[src/rtl/nx_mesh_ctrl.sv]
`default_nettype none
// ============================================================================
// Module   : nx_mesh_ctrl
// Purpose  : Run controller for the node mesh. On a host start it issues a
//            programmed number of single-cycle trigger pulses. Before every
//            pulse it waits for IDLE_CYCLES consecutive quiet mesh cycles.
//            It also gates the host inbound stream so that no beat enters
//            the mesh on a trigger cycle.
// Revision : 1.0 - initial release
// ----------------------------------------------------------------------------
// Build option:
//   NX_MESH_CTRL_TIMEOUT_EN - when defined, a SETTLE watchdog of
//                             TIMEOUT_CYCLES ends the run and sets error_o.
//                             When undefined, error_o is tied to 0.
// ----------------------------------------------------------------------------
// Ports:
//   clk_i, rst_i         clock, synchronous active-high reset
//   start_i, stop_i      run start (IDLE only) / early termination request
//   cycles_i             trigger target, 0 = free-run, captured on start
//   mesh_busy_i          any valid inside the mesh or on its outbound stream
//   host_data_i/valid_i  host inbound stream in; host_ready_o back to host
//   mesh_data_o/valid_o  stream to mesh inbound; mesh_ready_i from mesh
//   trigger_o            single-cycle trigger to all nodes
//   active_o             run in progress (SETTLE or TRIGGER)
//   done_o               single-cycle pulse at run end
//   cycle_count_o        triggers issued in the current or last run
//   error_o              sticky watchdog flag
// ============================================================================
module nx_mesh_ctrl #(
   parameter int STREAM_WIDTH   = 32,
   parameter int CYCLE_WIDTH    = 24,
   parameter int IDLE_CYCLES    = 4,
   parameter int TIMEOUT_CYCLES = 4096
) (
   input  logic                    clk_i,
   input  logic                    rst_i,
   input  logic                    start_i,
   input  logic                    stop_i,
   input  logic [CYCLE_WIDTH-1:0]  cycles_i,
   input  logic                    mesh_busy_i,
   input  logic [STREAM_WIDTH-1:0] host_data_i,
   input  logic                    host_valid_i,
   output logic                    host_ready_o,
   output logic [STREAM_WIDTH-1:0] mesh_data_o,
   output logic                    mesh_valid_o,
   input  logic                    mesh_ready_i,
   output logic                    trigger_o,
   output logic                    active_o,
   output logic                    done_o,
   output logic [CYCLE_WIDTH-1:0]  cycle_count_o,
   output logic                    error_o
);

   localparam int c_quiet_w = $clog2(IDLE_CYCLES + 1);
   localparam logic [c_quiet_w-1:0] c_quiet_last = c_quiet_w'(IDLE_CYCLES - 1);

   typedef enum logic [1:0] {
      S_IDLE    = 2'd0,
      S_SETTLE  = 2'd1,
      S_TRIGGER = 2'd2
   } state_t;

   state_t                 r_state;
   logic [c_quiet_w-1:0]   r_quiet;
   logic [CYCLE_WIDTH-1:0] r_target;

   logic                   w_quiet;
   logic                   w_fire;
   logic                   w_timeout;
   logic [CYCLE_WIDTH-1:0] w_count_next;

   if (IDLE_CYCLES < 1 || TIMEOUT_CYCLES < 1) begin : g_param_check
      $error("nx_mesh_ctrl: IDLE_CYCLES and TIMEOUT_CYCLES must be >= 1");
   end

   // Stream gate: combinational pass-through, closed only while trigger_o is
   // high. A held host beat simply sees ready low and retries next cycle.
   assign mesh_data_o  = host_data_i;
   assign mesh_valid_o = host_valid_i & ~trigger_o;
   assign host_ready_o = mesh_ready_i & ~trigger_o;

   // A host handshake counts as traffic just like internal mesh activity.
   assign w_quiet      = ~mesh_busy_i & ~(mesh_valid_o & mesh_ready_i);
   assign w_fire       = w_quiet && (r_quiet == c_quiet_last);
   assign w_count_next = cycle_count_o + CYCLE_WIDTH'(1);

   always_ff @(posedge clk_i) begin
      if (rst_i) begin
         r_state       <= S_IDLE;
         r_quiet       <= '0;
         r_target      <= '0;
         trigger_o     <= 1'b0;
         done_o        <= 1'b0;
         active_o      <= 1'b0;
         cycle_count_o <= '0;
      end else begin
         trigger_o <= 1'b0;
         done_o    <= 1'b0;
         case (r_state)
            S_IDLE: begin
               if (start_i) begin
                  r_state       <= S_SETTLE;
                  active_o      <= 1'b1;
                  r_target      <= cycles_i;
                  cycle_count_o <= '0;
                  r_quiet       <= '0;
               end
            end
            S_SETTLE: begin
               // stop beats a pending trigger; a trigger beats the watchdog
               if (stop_i) begin
                  r_state  <= S_IDLE;
                  active_o <= 1'b0;
                  done_o   <= 1'b1;
               end else if (w_fire) begin
                  r_state   <= S_TRIGGER;
                  trigger_o <= 1'b1;
                  r_quiet   <= '0;
               end else if (w_timeout) begin
                  r_state  <= S_IDLE;
                  active_o <= 1'b0;
                  done_o   <= 1'b1;
               end else if (w_quiet) begin
                  r_quiet <= r_quiet + c_quiet_w'(1);
               end else begin
                  r_quiet <= '0;
               end
            end
            S_TRIGGER: begin
               cycle_count_o <= w_count_next;
               // A zero target never matches, so free-run wraps silently.
               if (((r_target != '0) && (w_count_next == r_target)) || stop_i) begin
                  r_state  <= S_IDLE;
                  active_o <= 1'b0;
                  done_o   <= 1'b1;
               end else begin
                  r_state <= S_SETTLE;
                  r_quiet <= '0;
               end
            end
            default: begin
               r_state  <= S_IDLE;
               active_o <= 1'b0;
            end
         endcase
      end
   end

`ifdef NX_MESH_CTRL_TIMEOUT_EN
   localparam int c_tmo_w = $clog2(TIMEOUT_CYCLES + 1);
   localparam logic [c_tmo_w-1:0] c_tmo_last = c_tmo_w'(TIMEOUT_CYCLES - 1);

   logic [c_tmo_w-1:0] r_settle_cnt;
   logic               r_error;

   // Counter holds 0 outside SETTLE, so each SETTLE entry starts from 0.
   // w_timeout is raised during the TIMEOUT_CYCLES-th SETTLE cycle.
   assign w_timeout = (r_settle_cnt == c_tmo_last);
   assign error_o   = r_error;

   always_ff @(posedge clk_i) begin
      if (rst_i) begin
         r_settle_cnt <= '0;
         r_error      <= 1'b0;
      end else begin
         if (r_state == S_SETTLE) begin
            r_settle_cnt <= r_settle_cnt + c_tmo_w'(1);
         end else begin
            r_settle_cnt <= '0;
         end
         if (r_state == S_IDLE && start_i) begin
            r_error <= 1'b0;
         end else if (r_state == S_SETTLE && !stop_i && !w_fire && w_timeout) begin
            r_error <= 1'b1;
         end
      end
   end
`else
   // Watchdog not built: SETTLE may wait indefinitely.
   assign w_timeout = 1'b0;
   assign error_o   = 1'b0;
`endif

endmodule
`default_nettype wire

[config.mk]
export PLATFORM = sky130hd
export DESIGN_NAME = nx_mesh_ctrl
export DESIGN_NICKNAME = d
export VERILOG_FILES = /design/src/rtl/nx_mesh_ctrl.sv
export SDC_FILE = /design/constraint.sdc
export NUM_CORES = 1
export LEC_CHECK = 0
export BUFFER_PORTS_ARGS = -buffer_cell sky130_fd_sc_hd__buf_2
export CAP_MARGIN = 20
export CELL_PAD_IN_SITES_DETAIL_PLACEMENT = 0
export CELL_PAD_IN_SITES_GLOBAL_PLACEMENT = 1
export CORE_MARGIN = 4
export CORE_UTILIZATION = 39
export CTS_BUF_LIST = sky130_fd_sc_hd__clkbuf_16
export DETAILED_ROUTE_END_ITERATION = 8
export PLACE_DENSITY_LB_ADDON = 0.08
export SLEW_MARGIN = 20
export SYNTH_ARGS = -nofsm -noshare
export SYNTH_HDL_FRONTEND = slang
export SYNTH_SLANG_ARGS = --single-unit
[constraint.sdc]
create_clock -name clk_i -period 6.9 [get_ports clk_i]
set_input_delay 0.345 -clock clk_i [delete_from_list [all_inputs] [get_ports clk_i]]
set_output_delay 0.345 -clock clk_i [all_outputs]
set_load 0.03 [all_outputs]
==> Word-level counts from Yosys, hierarchy flattened <==
Index checks and enable logic that the tools add are counted.
{ "word_totals": {"ff_bits": 56, "latchBits": 0, "ramBits": 0, "romBits": 0, "in_bits": 63, "memories": 0} }
{ "classes": {"addsub": 2, "n_mul": 0, "div": 0, "magnitude_cmp": 0, "eq_ne": 10, "shift": 0, "muxes": 21, "n_bitwise": 8, "reduce_logical": 13} }
{ "ops": {"columns": ["operator", "count"], "rows": [
  ["case mux 24 bit (2 select lines)", 1],
  ["adder 24 x 1 -> 24 bit (second input constant)", 1],
  ["== test 24 bit", 1],
  ["two-way mux 24 bit", 1],
  ["nonzero test 24 bit", 1],
  ["two-way mux 3 bit", 5],
  ["!= test 2 bit (second input constant)", 5],
  ["case mux 3 bit (3 select lines)", 1],
  ["two-way mux 1 bit", 7],
  ["two-way mux 2 bit", 3],
  ["case mux 2 bit (3 select lines)", 1],
  ["AND reduction 2 bit", 3],
  ["AND 1 bit", 4],
  ["NOT 1 bit", 4],
  ["AND reduction 4 bit", 1],
  ["adder 3 x 1 -> 3 bit (second input constant)", 1],
  ["== test 3 x 2 -> 1 bit (second input constant)", 1],
  ["!= test 3 bit (second input constant)", 1],
  ["case mux 1 bit (3 select lines)", 1],
  ["AND reduction 3 bit", 1],
  ["nonzero test 3 bit", 1],
  ["OR reduction 3 bit", 1],
  ["== test 2 x 1 -> 1 bit (second input constant)", 1],
  ["== test 2 bit (second input constant)", 1],
  ["5 further kinds", 6]
]} }

==> Depth between registers and ports, before layout <==
Gate-level depths: netlist of the first run.
{ "logic_depth": {"word_depth": 9, "ltp_mapped": 10, "ltp_nobuf": 9} }

==> Least setup slack after synthesis of the first run <==
Ideal clock, no wire load.
{ "synth_path": {"path_kind": "register to register", "from": "register cycle_count_o[0]", "to": "register r_quiet[0]", "arrival_ps": 3015, "path_slack_ps": 3762, "stages_incl_launch_ff": 11, "path_buffers": 1, "period_less_slack_ps": 3138, "cell_sequence": "dfxtp_1 ha_1 clkbuf_2 and3_2 nand4_4 or4_1 a2111oi_0 and4_1 o211ai_2 o21ai_4 mux2_1"} }
{ "synth_via": {"elab_chain_len": 6} }
{ "synth_rtl": {"columns": ["element", "line", "source"], "rows": [
  ["start, declared", "50", "output logic [CYCLE_WIDTH-1:0] cycle_count_o,"],
  ["start signal, assigned", "130", "cycle_count_o <= w_count_next;"],
  ["adder 24 x 1 -> 24 bit", "85", "assign w_count_next = cycle_count_o + CYCLE_WIDTH'(1);"],
  ["== test 24 bit", "132", "if (((r_target != '0) && (w_count_next == r_target)) || stop_i) begin"],
  ["logical AND 1 bit", "132", null],
  ["logical OR 1 bit", "132", null],
  ["!= test 2 bit (no line)", null, null],
  ["AND reduction 4 bit (no line)", null, null],
  ["end signal, assigned", "124", "r_quiet <= r_quiet + c_quiet_w'(1);"],
  ["end, declared", "64", "logic [c_quiet_w-1:0] r_quiet;"]
]} }
Every way passes these cells.
A chain may end at the register's enable or synchronous reset.

==> Worst setup path after layout of the first run <==
{ "layout_path": {"from": "register cycle_count_o[2]", "to": "register r_state[0]"} }
{ "layout_via": {"elab_chain_len": 6} }
{ "layout_rtl": {"columns": ["element", "line", "source"], "rows": [
  ["adder 24 x 1 -> 24 bit", "85", null],
  ["== test 24 bit", "132", null],
  ["logical AND 1 bit", "132", null],
  ["logical OR 1 bit", "132", null],
  ["two-way mux 1 bit", "132", null],
  ["case mux 2 bit (3 select lines)", "99", "case (r_state)"],
  ["end signal, assigned", "102", "r_state <= S_SETTLE;"],
  ["end signal, assigned", "133", "r_state <= S_IDLE;"],
  ["end signal, assigned", "137", "r_state <= S_SETTLE;"],
  ["end, declared", "63", "state_t r_state;"]
]} }
Every way passes these cells.

==> results of run 1 <==
synth_stat cells, drive strengths merged (3+ instances only):
master  number
inv          8
xnor2       16
nand4b       6
nand3       12
a311oi       5
and2         6
a31oi        5
nand2       77
and3         9
a21oi       61
or4          4
nor4        16
buf         43
nor2        31
dfxtp       56
or3          7
clkbuf      23
o41ai        3
ha           7
o31ai        4
xor2        11
nor2b        4
nand2b       5
o21ai       27
nand4       12
o211ai       3
nor3        16
cell families after synthesis:
family          Yosys count  share of synthesized area, %
mux                       3                         0.882
xor+xnor                 27                          6.41
flops                    56                          30.4
simple gates            211                          29.0
buf+inv                  74                          11.5
compound gates          120                          19.3
fa+ha+maj                 7                          2.37
other cells               1                         0.102
routing by layer:
layer / vias to the layer above / global-route usage (%)
met3: 16 / 4.04
li1: 1731 / -
met4: 0 / 4.59
met1: 1614 / 25.8
met5: - / 0
met2: 110 / 29.6
worst paths after layout:
kind	start	endpoint	slack [ps]	cells after the start
worst max-delay path	cycle_count_o[2]$_SDFFE_PP0P_	r_state[0]$_SDFFE_PP0P_	3390	8
worst min-delay path	cycles_i[16]	r_target[16]$_SDFFE_PP0P_	280	3
worst max register to register	cycle_count_o[2]$_SDFFE_PP0P_	r_state[0]$_SDFFE_PP0P_	3390	8
worst min register to register	active_o$_SDFFE_PP0P_	active_o$_SDFFE_PP0P_	480	1
through the flow:
stage	hold slack [ps]	power (mW)	worst slack [ps]	std cells
floorplan	455	0.472	3760	499
global route	280	0.796	3140	630
CTS	274	0.770	3440	630
global placement	468	0.477	3560	622
finish	281	0.757	3390	630
detailed placement	468	0.478	3460	622
final cells by class:
cell class	count	area, µm²
well taps	129	161
multi-input cells	369	2140
inverters	8	30.0
clock buffers	5	125
flip-flops and latches	56	1120
fillers	988	5320
clock inverters	3	38.8
repair buffers	60	305
tightest hold or removal path: stages:
cell,delay [ps]
buf_2,90
nand2_1,40
a21oi_1,50
registers in the layout, summed over array words and instances (netlist names):
register and count:
active_o 1, cycle_count_o 24, done_o 1, r_quiet 3, r_state 2, r_target 24
trigger_o 1
power by group through the flow:
stage	sequential [mW]	combinational (mW)	clock, mW
2_1_floorplan	0.357	0.116	0
3_3_place_gp	0.360	0.116	0
3_5_place_dp	0.361	0.117	0
4_1_cts	0.353	0.118	0.299
5_1_grt	0.355	0.131	0.310
6_report	0.353	0.116	0.287
==> flow_metrics.env, run 1 <==
export IMPL_status="finished, final reports clean"
export IMPL_ios=125
export IMPL_pwr_share_clk_pct=37.9
export IMPL_top_layer="met4"
export IMPL_syn_nets=569
export IMPL_synthFlopType="dfxtp_1"
export IMPL_routed_wl_um=10400
export IMPL_chipHeight_um=105
export IMPL_pwr_share_seq_pct=46.7
export IMPL_hpwlAfterDp_um=7510
export IMPL_antenna_found_initial=0
export IMPL_cts_buffers_inserted=5
export IMPL_cts_clk_slew_worst_paths_ps=70
export IMPL_place_area_um2=3760
export IMPL_period_minus_slack_ps=3510
export IMPL_avgSynthCellArea_um2=7.39
export IMPL_rows=35
export IMPL_critPathArrivalTime_ps=3660
export IMPL_p_per_area_nw_per_um2=193
export IMPL_drc=0
export IMPL_syn2layout_area_growth_pct=6.38
export IMPL_path_common_cell="nor4_1"
export IMPL_crit_slowest_cell="nor4_1"
export IMPL_drive_gt1_share_pct=15.0
export IMPL_grt_max_degree=60
export IMPL_grt_pass1_wl_um=16900
export IMPL_cp_start_kind="register"
export IMPL_route_met2_wl_um=4770
export IMPL_syn_inst=499
export IMPL_htreeDepth=2
export IMPL_dr_pass1_iters=5
export IMPL_postCtsSetupBuffers=0
export IMPL_p_sw_mw=0.207
export IMPL_clkSinkCount=56
export IMPL_die_area_um2=11100
export IMPL_cp_top_family="simple AND/OR/NAND/NOR gates"
export IMPL_grt_overflow=0
export IMPL_synthDominantCellAreaShare_pct=30.4
export IMPL_initial_core_util_pct=39.9
export IMPL_grt_util_all_layers_pct=18.7
export IMPL_place_gp_congestion=0.869
export IMPL_utilization_pct=42.5
export IMPL_async_reset_ff_share_pct=0
export IMPL_p_int_mw=0.550
export IMPL_relSlewSlack_pct=33.0
export IMPL_clk_path_buf_depth=2
export IMPL_irDropWorstVdd_mv=0.0852
export IMPL_cts_tree="done"
export IMPL_ys_types=53
export IMPL_skew_ps=7.32
export IMPL_critPathBufInv=0
export IMPL_ys_ff_latch=56
export IMPL_setup_viol=0
export IMPL_grt_pass1_vias=3220
export IMPL_drtIter0Drc=241
export IMPL_hold_class="in2reg"
export IMPL_final_cell_mix="nand2_1, a21oi_1, buf_2"
export IMPL_worst_pin_slew_ps=1000
export IMPL_postRouteAntennaNets=0
export IMPL_slowest_delay_ps=840
export IMPL_final_cell_area_um2=3920
export IMPL_port_buffers=59
export IMPL_hold_violations=0
export IMPL_nNetsFinal=570
export IMPL_synth_area_leaders="dfxtp_1, a21oi_1, nand2_1"
export IMPL_crit_path_max_fanout=13
export IMPL_die_w_um=105
export IMPL_maxSlewViolCount=0
export IMPL_critPathKind="reg2reg"
export IMPL_drv_cap=0
export IMPL_required_ps=7060
export IMPL_switching_share_pct=27.3
export IMPL_p_leak_nw=1.53
export IMPL_wl_per_cell_um=16.5
export IMPL_cts_resized=0
export IMPL_fmax_ghz=0.285
export IMPL_cts_hold_buf=0
export IMPL_rsz0062_at_grt="false"
export IMPL_final_common_cell="nand2_1"
export IMPL_yosysWarnings=0
export IMPL_via_count=3471
export IMPL_n_antenna_cell=0
export IMPL_cp_end_kind="register"
export IMPL_wl_met1_um=4880
export IMPL_yosysSeqAreaShare_pct=30.4
export IMPL_comb_power_share_pct=15.4
export IMPL_synth_edf_count=0
export IMPL_routed_wl_met3_um=650
export IMPL_synth_area_um2=3690
export IMPL_cts_root_buffer="clkbuf_16"
export IMPL_core_area_um2=9240
export IMPL_finalSetupTns_ps=0
export IMPL_vias_per_cell=5.51
export IMPL_insertion_delay_ps=290
export IMPL_synth_area_leader_cell="dfxtp_1"
export IMPL_path_cells="nand4_1 > nor4_1 > xnor2_1 > nand2_1 > nor4_1 > o2111ai_1 > a31oi_1 > o41ai_1"
export IMPL_period_share_pct=50.8
Power figures use the tool's default switching activity.
==> run 2, diff against run 1 <==
- ABC_AREA: default -> 1
- CORE_UTILIZATION: 39 -> 31
- clock period: 6.9 -> 3.07 ns (I/O delays scaled with it)
==> run 2 against run 1 <==
Against the previous run: utilization shrank 7.8 points; sequential power grew 130%; critical path depth grew 10; sequential share of layout area shrank 1.7 points; critical path type unchanged; highest routed layer unchanged; hold slack lost 180 ps; clock power grew 140%; largest power group unchanged; final area grew 6.2%; via count grew 4.1%.
==> flow_metrics.env, run 2 <==
export IMPL_status="finished, final reports clean"
export IMPL_synth_area_leaders="dfxtp_1, nand2_1, nor2_1"
export IMPL_hp_start="cycles_i[18]"
export IMPL_stdcell_count=769
export IMPL_ys_ff_latch=56
export IMPL_setup_viol=0
export IMPL_grt_pass1_vias=3430
export IMPL_syn_nets=669
export IMPL_post_place_ws_ps=592
export IMPL_critPathBufInv=0
export IMPL_period_share_pct=82.1
export IMPL_synth_area_leader_cell="dfxtp_1"
export IMPL_whs_ps=97.4
export IMPL_crit_slowest_cell="dfxtp_1"
export IMPL_cts_clk_slew_worst_paths_ps=80
export IMPL_grt_pass1_wl_um=18400
export IMPL_rsz0062_at_grt="false"
export IMPL_via_count=3612
export IMPL_hpwlAfterDp_um=8660
export IMPL_cp_top_family="simple AND/OR/NAND/NOR gates"
export IMPL_worst_pin_slew_ps=788
export IMPL_vias_per_cell=4.70
export IMPL_cts_hold_buf=0
export IMPL_final_common_cell="nand2_1"
export IMPL_yosysMostFrequentCell="nand2_1"
export IMPL_maxSlewViolCount=0
export IMPL_path_common_cell="nand2_1"
export IMPL_antenna_found_initial=0
export IMPL_regToRegStartpoint="cycle_count_o[0]$_SDFFE_PP0P_"
export IMPL_async_reset_ff_share_pct=0
export IMPL_hold_end="r_target[18]$_SDFFE_PP0P_"
export IMPL_fillers=1363
export IMPL_yosysSeqAreaShare_pct=29.6
export IMPL_n_antenna_cell=0
export IMPL_p_leak_nw=1.94
export IMPL_finalSetupTns_ps=0
export IMPL_period_minus_slack_ps=2520
export IMPL_yosysWarnings=0
export IMPL_cts_tree="done"
export IMPL_chipHeight_um=119
export IMPL_drive_gt1_share_pct=16.2
export IMPL_routed_wl_um=11400
export IMPL_min_path_cells=3
export IMPL_cp_start_kind="register"
export IMPL_htreeDepth=2
export IMPL_hold_class="in2reg"
export IMPL_rows=40
export IMPL_finalWorstSetupSlack_ps=549
export IMPL_grt_overflow=0
export IMPL_totalPowerFinal_mw=1.74
export IMPL_r2r_end="r_quiet[0]$_SDFFE_PP0P_"
export IMPL_die_area_um2=14100
export IMPL_top_regs="cycle_count_o (24), r_target (24), r_quiet (3)"
export IMPL_avgSynthCellArea_um2=6.33
export IMPL_ys_top_cells_by_count="nand2_1, nor2_1, inv_1"
export IMPL_syn_inst=599
export IMPL_drv_cap=0
export IMPL_required_ps=3270
export IMPL_synthFlopType="dfxtp_1"
export IMPL_ios=125
export IMPL_dr_pass1_iters=4
export IMPL_utilization_pct=34.7
export IMPL_critPathKind="reg2reg"
export IMPL_place_gp_congestion=0.760
export IMPL_final_cell_area_um2=4170
export IMPL_dp_cells=761
export IMPL_critPathArrivalTime_ps=2730
export IMPL_crit_path_max_fanout=7
export IMPL_initial_core_util_pct=31.6
export IMPL_insertion_delay_ps=300
export IMPL_cts_root_buffer="clkbuf_16"
export IMPL_die_w_um=119
export IMPL_fmax_ghz=0.397
export IMPL_grt_util_all_layers_pct=16.4
export IMPL_skew_ps=2.74
export IMPL_drc=0
export IMPL_place_area_um2=4000
export IMPL_cts_resized=0
export IMPL_wl_per_cell_um=14.8
export IMPL_rrSetupSlack_ps=550
export IMPL_clk_path_buf_depth=2
export IMPL_path_cells="ha_1 > nand3_1 > nor2_2 > nand3_1 > nand2_1 > nand3_1 > nand2_1 > nand2_1 > nor2_1 > nand2_1 > nor2_1 > nand2_1 > nand2_1 > nand2_2 > nand2_1 > nand2_1 > nand2_1 > nor2_1"
export IMPL_drtIter0Drc=175
export IMPL_ff2ff_path_depth=18
export IMPL_synthDominantCellAreaShare_pct=29.6
export IMPL_synth_edf_count=0
export IMPL_postRouteAntennaNets=0
export IMPL_grt_max_degree=32
export IMPL_p_per_area_nw_per_um2=418
export IMPL_relSlewSlack_pct=47.4
export IMPL_irDropWorstVdd_mv=0.277
export IMPL_synth_area_um2=3790
export IMPL_slowest_delay_ps=470
export IMPL_syn2layout_area_growth_pct=9.87
export IMPL_final_cell_mix="nand2_1, nor2_1, inv_1"
export IMPL_cp_end_kind="register"
export IMPL_nNetsFinal=691
export IMPL_core_area_um2=12000
export IMPL_hold_violations=0
export IMPL_port_buffers=59
export IMPL_clkSinkCount=56
export IMPL_cts_buffers_inserted=5
export IMPL_postCtsSetupBuffers=0
export IMPL_ys_types=29
[run 2: cell types whose count changed after synthesis, sizes merged, moves of 9 or more]
cell    before  now
nor2        31   95
clkbuf      23   14
xnor2       16    4
xor2        11    1
nor3        16    2
nand2       77  175
a21oi       61   39
nand3       12   53
and3         9    0
nor4        16    0
inv          8   66
[run 2: report_power, final]
group | leakage [nW] | total [mW] | internal, mW | switching, mW
Combinational | 1.40 | 0.261 | 0.0989 | 0.163
Clock | 0.0814 | 0.676 | 0.385 | 0.291
Sequential | 0.458 | 0.804 | 0.765 | 0.0388
Total | 1.94 | 1.74 | 1.25 | 0.492
[run 2: logic make-up after synthesis]
family	after synthesis	synth area share, %
adders and majority gates	7	2.31
AOI/OAI and AO/OA	71	9.57
DFF	56	29.6
other	1	0.0989
xor gates and xnor gates	9	3.63
and+or+nand+nor	340	40.1
buffers and inverters	115	14.7
[run 2: area by class of cell]
type,instances,area [µm²],share of cell area (%)
Multi-Input combinational cell,428,2110,50.7
Sequential cell,56,1120,26.9
Timing Repair Buffer,64,333,7.99
Inverter,66,248,5.95
Tap cell,147,184,4.42
Clock buffer,5,125,3.00
Clock inverter,3,42.5,1.02
[run 2: how the worst max path moves through the flow]
| stage | slack, ps | depth (start not counted) | to | startpoint |
|---|---|---|---|---|
| after floorplan | 770 | 20 | r_quiet[0]$_SDFFE_PP0P_ | cycle_count_o[0]$_SDFFE_PP0P_ |
| after global placement | 640 | 20 | r_quiet[0]$_SDFFE_PP0P_ | cycle_count_o[0]$_SDFFE_PP0P_ |
| after detailed placement | 590 | 18 | r_quiet[0]$_SDFFE_PP0P_ | cycle_count_o[0]$_SDFFE_PP0P_ |
| after CTS | 570 | 18 | r_quiet[0]$_SDFFE_PP0P_ | cycle_count_o[0]$_SDFFE_PP0P_ |
| after global routing | 300 | 20 | r_quiet[0]$_SDFFE_PP0P_ | cycle_count_o[0]$_SDFFE_PP0P_ |
| final | 550 | 18 | r_quiet[0]$_SDFFE_PP0P_ | cycle_count_o[0]$_SDFFE_PP0P_ |
[run 2: metal layers]
layer	vias to the layer above	share of wire, %	track usage, %
met3	17	5.7	4.16
met1	1617	50	23.5
met2	85	43	24.4
li1	1893	-	-
met4	0	1.3	4.20
met5	-	0	0
[run 2: tightest hold or removal path, cell delays in order]
cell and delay [ps]:
buf_2 70, o21ai_0 70, nor2_1 70
